<file path="src/rtl/acc_drain_arbiter.sv">
// acc_drain_arbiter: drains the PE accumulators into the output memory
// write port after a layer pass. PEs that request a drain are served in
// round-robin order. Each accumulator is read in one cycle and written in
// the next, and completion is reported with a done pulse.
// Optional build macro: ACC_RELU_EN. When defined, negative results are
// written as zero.
module acc_drain_arbiter #(
  parameter int NUM_PE     = 8,
  parameter int ACC_PER_PE = 4,
  parameter int DATA_W     = 16,
  parameter int ADDR_W     = 10
) (
  input  logic                          clk,
  input  logic                          rst,
  input  logic                          start,
  input  logic [ADDR_W-1:0]             wr_base,
  input  logic [NUM_PE-1:0]             drain_req,
  output logic [NUM_PE-1:0]             drain_ack,
  output logic [$clog2(NUM_PE)-1:0]     acc_pe_sel,
  output logic [$clog2(ACC_PER_PE)-1:0] acc_idx,
  input  logic [DATA_W-1:0]             acc_data,
  output logic                          wr_valid,
  output logic [ADDR_W-1:0]             wr_addr,
  output logic [DATA_W-1:0]             wr_data,
  input  logic                          wr_ready,
  output logic                          busy,
  output logic                          done
);

  localparam int PE_W  = $clog2(NUM_PE);
  localparam int IDX_W = $clog2(ACC_PER_PE);
  localparam logic [IDX_W-1:0] IDX_LAST = IDX_W'(ACC_PER_PE - 1);

  typedef enum logic [2:0] {
    S_IDLE, S_ARB, S_READ, S_WRITE, S_ACK, S_DONE
  } state_t;

  state_t                    state, state_nxt;
  logic [NUM_PE-1:0]         served;
  logic [NUM_PE-1:0]         cand;
  logic [PE_W-1:0]           rr_ptr;
  logic [PE_W-1:0]           gnt_pe;
  logic                      gnt_found;
  logic [ADDR_W-1:0]         base_q;
  logic signed [DATA_W-1:0]  acc_p1;

`ifdef ACC_RELU_EN
  // A negative two's complement value is clamped to zero.
  function automatic logic signed [DATA_W-1:0] relu(input logic signed [DATA_W-1:0] x);
    return x[DATA_W-1] ? '0 : x;
  endfunction

  assign wr_data = relu(acc_p1);
`else
  assign wr_data = acc_p1;
`endif

  // The sizes are powers of two, so {pe, idx} equals pe*ACC_PER_PE+idx.
  // The sum wraps modulo 2^ADDR_W.
  assign wr_addr = base_q + ADDR_W'({acc_pe_sel, acc_idx});

  // Round-robin pick: the first pending, unserved PE at or after rr_ptr.
  // The scan runs high to low, so the lowest offset wins.
  always_comb begin
    logic [PE_W-1:0] pos;
    cand      = drain_req & ~served;
    gnt_found = 1'b0;
    gnt_pe    = '0;
    pos       = '0;
    for (int i = NUM_PE - 1; i >= 0; i--) begin
      pos = rr_ptr + PE_W'(i);
      if (cand[pos]) begin
        gnt_found = 1'b1;
        gnt_pe    = pos;
      end
    end
  end

  // State register.
  always_ff @(posedge clk or posedge rst) begin
    if (rst) state <= S_IDLE;
    else     state <= state_nxt;
  end

  // Next-state and state-decoded control outputs.
  always_comb begin
    state_nxt = state;
    busy      = (state != S_IDLE);
    done      = 1'b0;
    wr_valid  = 1'b0;
    drain_ack = '0;
    case (state)
      S_IDLE:  if (start) state_nxt = S_ARB;
      S_ARB: begin
        if (gnt_found)     state_nxt = S_READ;
        else if (&served)  state_nxt = S_DONE;
      end
      S_READ:  state_nxt = S_WRITE;
      S_WRITE: begin
        wr_valid = 1'b1;
        if (wr_ready) state_nxt = (acc_idx == IDX_LAST) ? S_ACK : S_READ;
      end
      S_ACK: begin
        drain_ack = NUM_PE'(1) << acc_pe_sel;
        state_nxt = S_ARB;
      end
      S_DONE: begin
        done      = 1'b1;
        state_nxt = S_IDLE;
      end
      default: state_nxt = S_IDLE;
    endcase
  end

  // Layer context, grant bookkeeping and the accumulator capture register.
  // Everything is cleared by reset so that every output reads zero.
  always_ff @(posedge clk or posedge rst) begin
    if (rst) begin
      base_q     <= '0;
      served     <= '0;
      rr_ptr     <= '0;
      acc_pe_sel <= '0;
      acc_idx    <= '0;
      acc_p1     <= '0;
    end else begin
      case (state)
        S_IDLE: begin
          if (start) begin
            base_q <= wr_base;
            served <= '0;
          end
        end
        S_ARB: begin
          if (gnt_found) begin
            acc_pe_sel <= gnt_pe;
            acc_idx    <= '0;
          end
        end
        // p1: the selected accumulator is captured for the write cycle.
        S_READ:  acc_p1 <= acc_data;
        S_WRITE: begin
          if (wr_ready && (acc_idx != IDX_LAST)) acc_idx <= acc_idx + IDX_W'(1);
        end
        S_ACK: begin
          served[acc_pe_sel] <= 1'b1;
          rr_ptr             <= acc_pe_sel + PE_W'(1);
        end
        default: ;
      endcase
    end
  end

endmodule

</file>
<file path="config.mk">
export PLATFORM = sky130hd
export DESIGN_NAME = acc_drain_arbiter
export DESIGN_NICKNAME = d
export VERILOG_FILES = /design/src/rtl/acc_drain_arbiter.sv
export SDC_FILE = /design/constraint.sdc
export NUM_CORES = 1
export LEC_CHECK = 0
export ABC_CLOCK_PERIOD_IN_PS = 2460
export BUFFER_PORTS_ARGS = -buffer_cell sky130_fd_sc_hd__buf_4
export CORE_ASPECT_RATIO = 0.75
export CORE_MARGIN = 10
export CORE_UTILIZATION = 45
export CTS_CLUSTER_DIAMETER = 80
export DETAILED_ROUTE_END_ITERATION = 16
export GPL_TIMING_DRIVEN = 0
export HOLD_SLACK_MARGIN = 0.1
export PLACE_DENSITY = 0.72
export SLEW_MARGIN = 20
export SYNTH_ARGS = -nofsm -noshare
export SYNTH_HDL_FRONTEND = slang
export SYNTH_SLANG_ARGS = --single-unit
</file>
<file path="constraint.sdc">
create_clock -name clk -period 2.46 [get_ports clk]
set_input_delay 0.738 -clock clk [delete_from_list [all_inputs] [get_ports clk]]
set_output_delay 0.738 -clock clk [all_outputs]
set_load 0.02 [all_outputs]
</file>
==> flow_summary.json <==
{
  "cts-buffers-inserted": 5,
  "fin_ws_ns": -0.458,
  "via_count": 3009,
  "first_global_vias": 3052,
  "via_per_inst": 5.63,
  "async_flop_share": 1.00,
  "htreeDepth": 2,
  "pin_count": 80,
  "grt_pass1_wl_mm": 15.2,
  "antenna_found_initial": 0,
  "max_cap_viol_count": 0,
  "yosysMostFrequentCell": "dfrtp_1",
  "slew_viol_final": 0,
  "drt_iter0_drc": 182,
  "core-area_um2": 6960,
  "area_growth_syn_to_layout_pct": 41.5,
  "synthesis.area_um2": 3290,
  "violations": "negative setup slack",
  "die-width_um": 119,
  "netlist-cell-type-count": 58,
  "synthDominantCellAreaShare": 0.342,
  "synth_seq_cells": 45,
  "synthesis.instances": 326,
  "routedWlPerCell_um": 18.0,
  "portBuffers": 79,
  "clk_path_buf_depth": 2,
  "routed_wl_mm": 9.63,
  "cp.arrival_ns": 2.18,
  "insertion_delay_ns": 0.31,
  "synth_edf_count": 0,
  "irDropWorstVdd_v": 0.000753,
  "path_clk_slew_ns": 0.10,
  "hold_buffers": 0,
  "dp_slack_ns": -0.309,
  "multiInputGateArea_um2": 2300,
  "grt_max_degree": 31,
  "gr-total-overflow": 0,
  "placedCellCount": 504,
  "ys_top_cells_by_area": "dfrtp_1 (34%), mux4_1 (7.2%), mux2_2 (6.8%)",
  "worst_pin_slew_ns": 0.653,
  "synth_common_cells": "dfrtp_1 (45), nand2_1 (40), mux2_2 (20), nor2_1 (20), inv_1 (16)",
  "num_rows": 26,
  "path_max_fanout": 2,
  "finalSetupViolCount": 9,
  "finalCriticalPeriod_ns": 2.92,
  "regArea_um2": 1130,
  "cts_tree": "built",
  "cp-end-kind": "primary output",
  "syn_area_per_cell_um2": 10.1,
  "dieArea_um2": 11200,
  "cts_root_buffer": "clkbuf_8",
  "power.density_nw_per_um2": 1500,
  "fin_skew_ns": 0.00876,
  "ant_nets": 0,
  "critical_path_class": "reg2out",
  "globalplace.congestion": 0.878,
  "drtPass1Iterations": 4,
  "rsz0062_at_grt": "true",
  "layout-drive-gt1-share": 0.466,
  "synth.yosys.seq_area_share": 0.342,
  "max_freq_mhz": 343,
  "grt_usage": 0.165,
  "finalNetCount": 488,
  "hp-class": "in2async",
  "fillers": 557,
  "slew_headroom": 0.563,
  "yosysTopAreaCell": "dfrtp_1",
  "start_kind": "flop",
  "yosysWarnings": 0,
  "drc": 0,
  "hold_viol": 0,
  "start_util": 0.473,
  "status": "complete, but fails checks",
  "cts.sinks": 45,
  "timing.final.crit_share": 1.19,
  "p_leak_uw": 0.00225,
  "antenna_cells": 0,
  "final_cells": 534,
  "synth_fp_nets": 379,
  "hpwlAfterDp_mm": 7.40,
  "final_util": 0.669,
  "synthFlopType": "dfrtp_1",
  "required_ns": 1.72,
  "fp.dieH_um": 94.1
}
[cell type report]
type / instances / share of cell area
multi-input cells: 249 / 0.494
flip-flops and latches: 45 / 0.243
repair buffers: 103 / 0.172
well taps: 98 / 0.0263
inverters: 19 / 0.0201
plain buffers: 12 / 0.0199
clock buffers: 5 / 0.0148
clock inverters: 3 / 0.0102
[cells by family after synthesis]
family                     count (synthesis)  share of synthesized area
buffers and inverters                     32                     0.0479
AOI/OAI and AO/OA                         58                      0.128
and+or+nand+nor                          115                      0.173
adders and majority gates                 15                     0.0592
DFF                                       45                      0.342
muxes                                     49                      0.218
xor gates and xnor gates                  12                     0.0319
[state kept, by name, indices dropped and copies added, names as in the netlist]
signal      count
wr_data        16
state           3
base_q         10
rr_ptr          3
served          8
acc_pe_sel      3
acc_idx         2
[repair_timing]
action	4_1_cts	5_1_grt
setup endpoints to repair	31	21
gates resized for setup	37	23
pin swaps	19	13
setup buffers	18	5
[final timing paths]
check                      slack, ns  startpoint       endpoint  cells past startpoint
min reg2reg                     0.50   base_q[2]      base_q[2]                      2
max in group asynchronous       1.56         rst  acc_pe_sel[0]                      3
min in group clk                0.50   base_q[2]      base_q[2]                      2
max reg2reg                    -0.03   rr_ptr[0]  acc_pe_sel[1]                     11
max                            -0.46   base_q[0]     wr_addr[8]                     10
min                             0.40         rst    wr_data[13]                      2
[per-layer routing]
| metal | GRT usage | vias to the layer above | routed length [um] |
|---|---|---|---|
| met5 | 0 | - | 0 |
| met4 | 0.0304 | 0 | 41 |
| met3 | 0.0607 | 6 | 1020 |
| met2 | 0.259 | 138 | 4470 |
| met1 | 0.215 | 1464 | 4090 |
| li1 | - | 1401 | - |
[cells in the final DEF, fill, tap and decap left out, drive strengths merged, types with 3 or more instances in the layout]
cell type,n
and3,7
inv,20
o211ai,3
nor2,20
clkbuf,13
nand3,6
and2,9
buf,107
nand4,4
ha,14
o21ai,7
a22o,3
a21o,4
mux4,13
mux2i,15
nor2b,10
mux2,21
a21oi,14
nand2,40
xnor2,7
nor3,3
nand2b,10
xor2,5
dfrtp,45
[worst max-delay path: stages, from the launching register on]
cell and delay, ns:
dfrtp_1 0.40, ha_4 0.15, inv_2 0.03, fa_2 0.34, inv_2 0.06, a21oi_2 0.04
o21bai_1 0.20, a21o_1 0.16, nand4_1 0.15, xnor2_2 0.19, buf_4 0.16
[power breakdown]
group / leakage, uW / total, uW / switching [uW] / internal [uW]
sequential: 0.000555 / 1390 / 331 / 1060
combinational: 0.00163 / 5000 / 2530 / 2470
clock: 0.0000591 / 586 / 276 / 310
[per-stage QoR]
stage | TNS, ns | total power, uW | hold slack, ns | cell area [um^2]
2_1_floorplan | -0.302 | 4250 | 0.450 | 3430
3_3_place_gp | -4.60 | 5390 | 0.464 | 4140
3_5_place_dp | -4.70 | 5510 | 0.474 | 4160
4_1_cts | -2.67 | 6600 | 0.402 | 4530
5_1_grt | -3.56 | 7410 | 0.404 | 4660
6_report | -2.54 | 6970 | 0.397 | 4660
No activity file was read; power rests on OpenSTA's default activity.
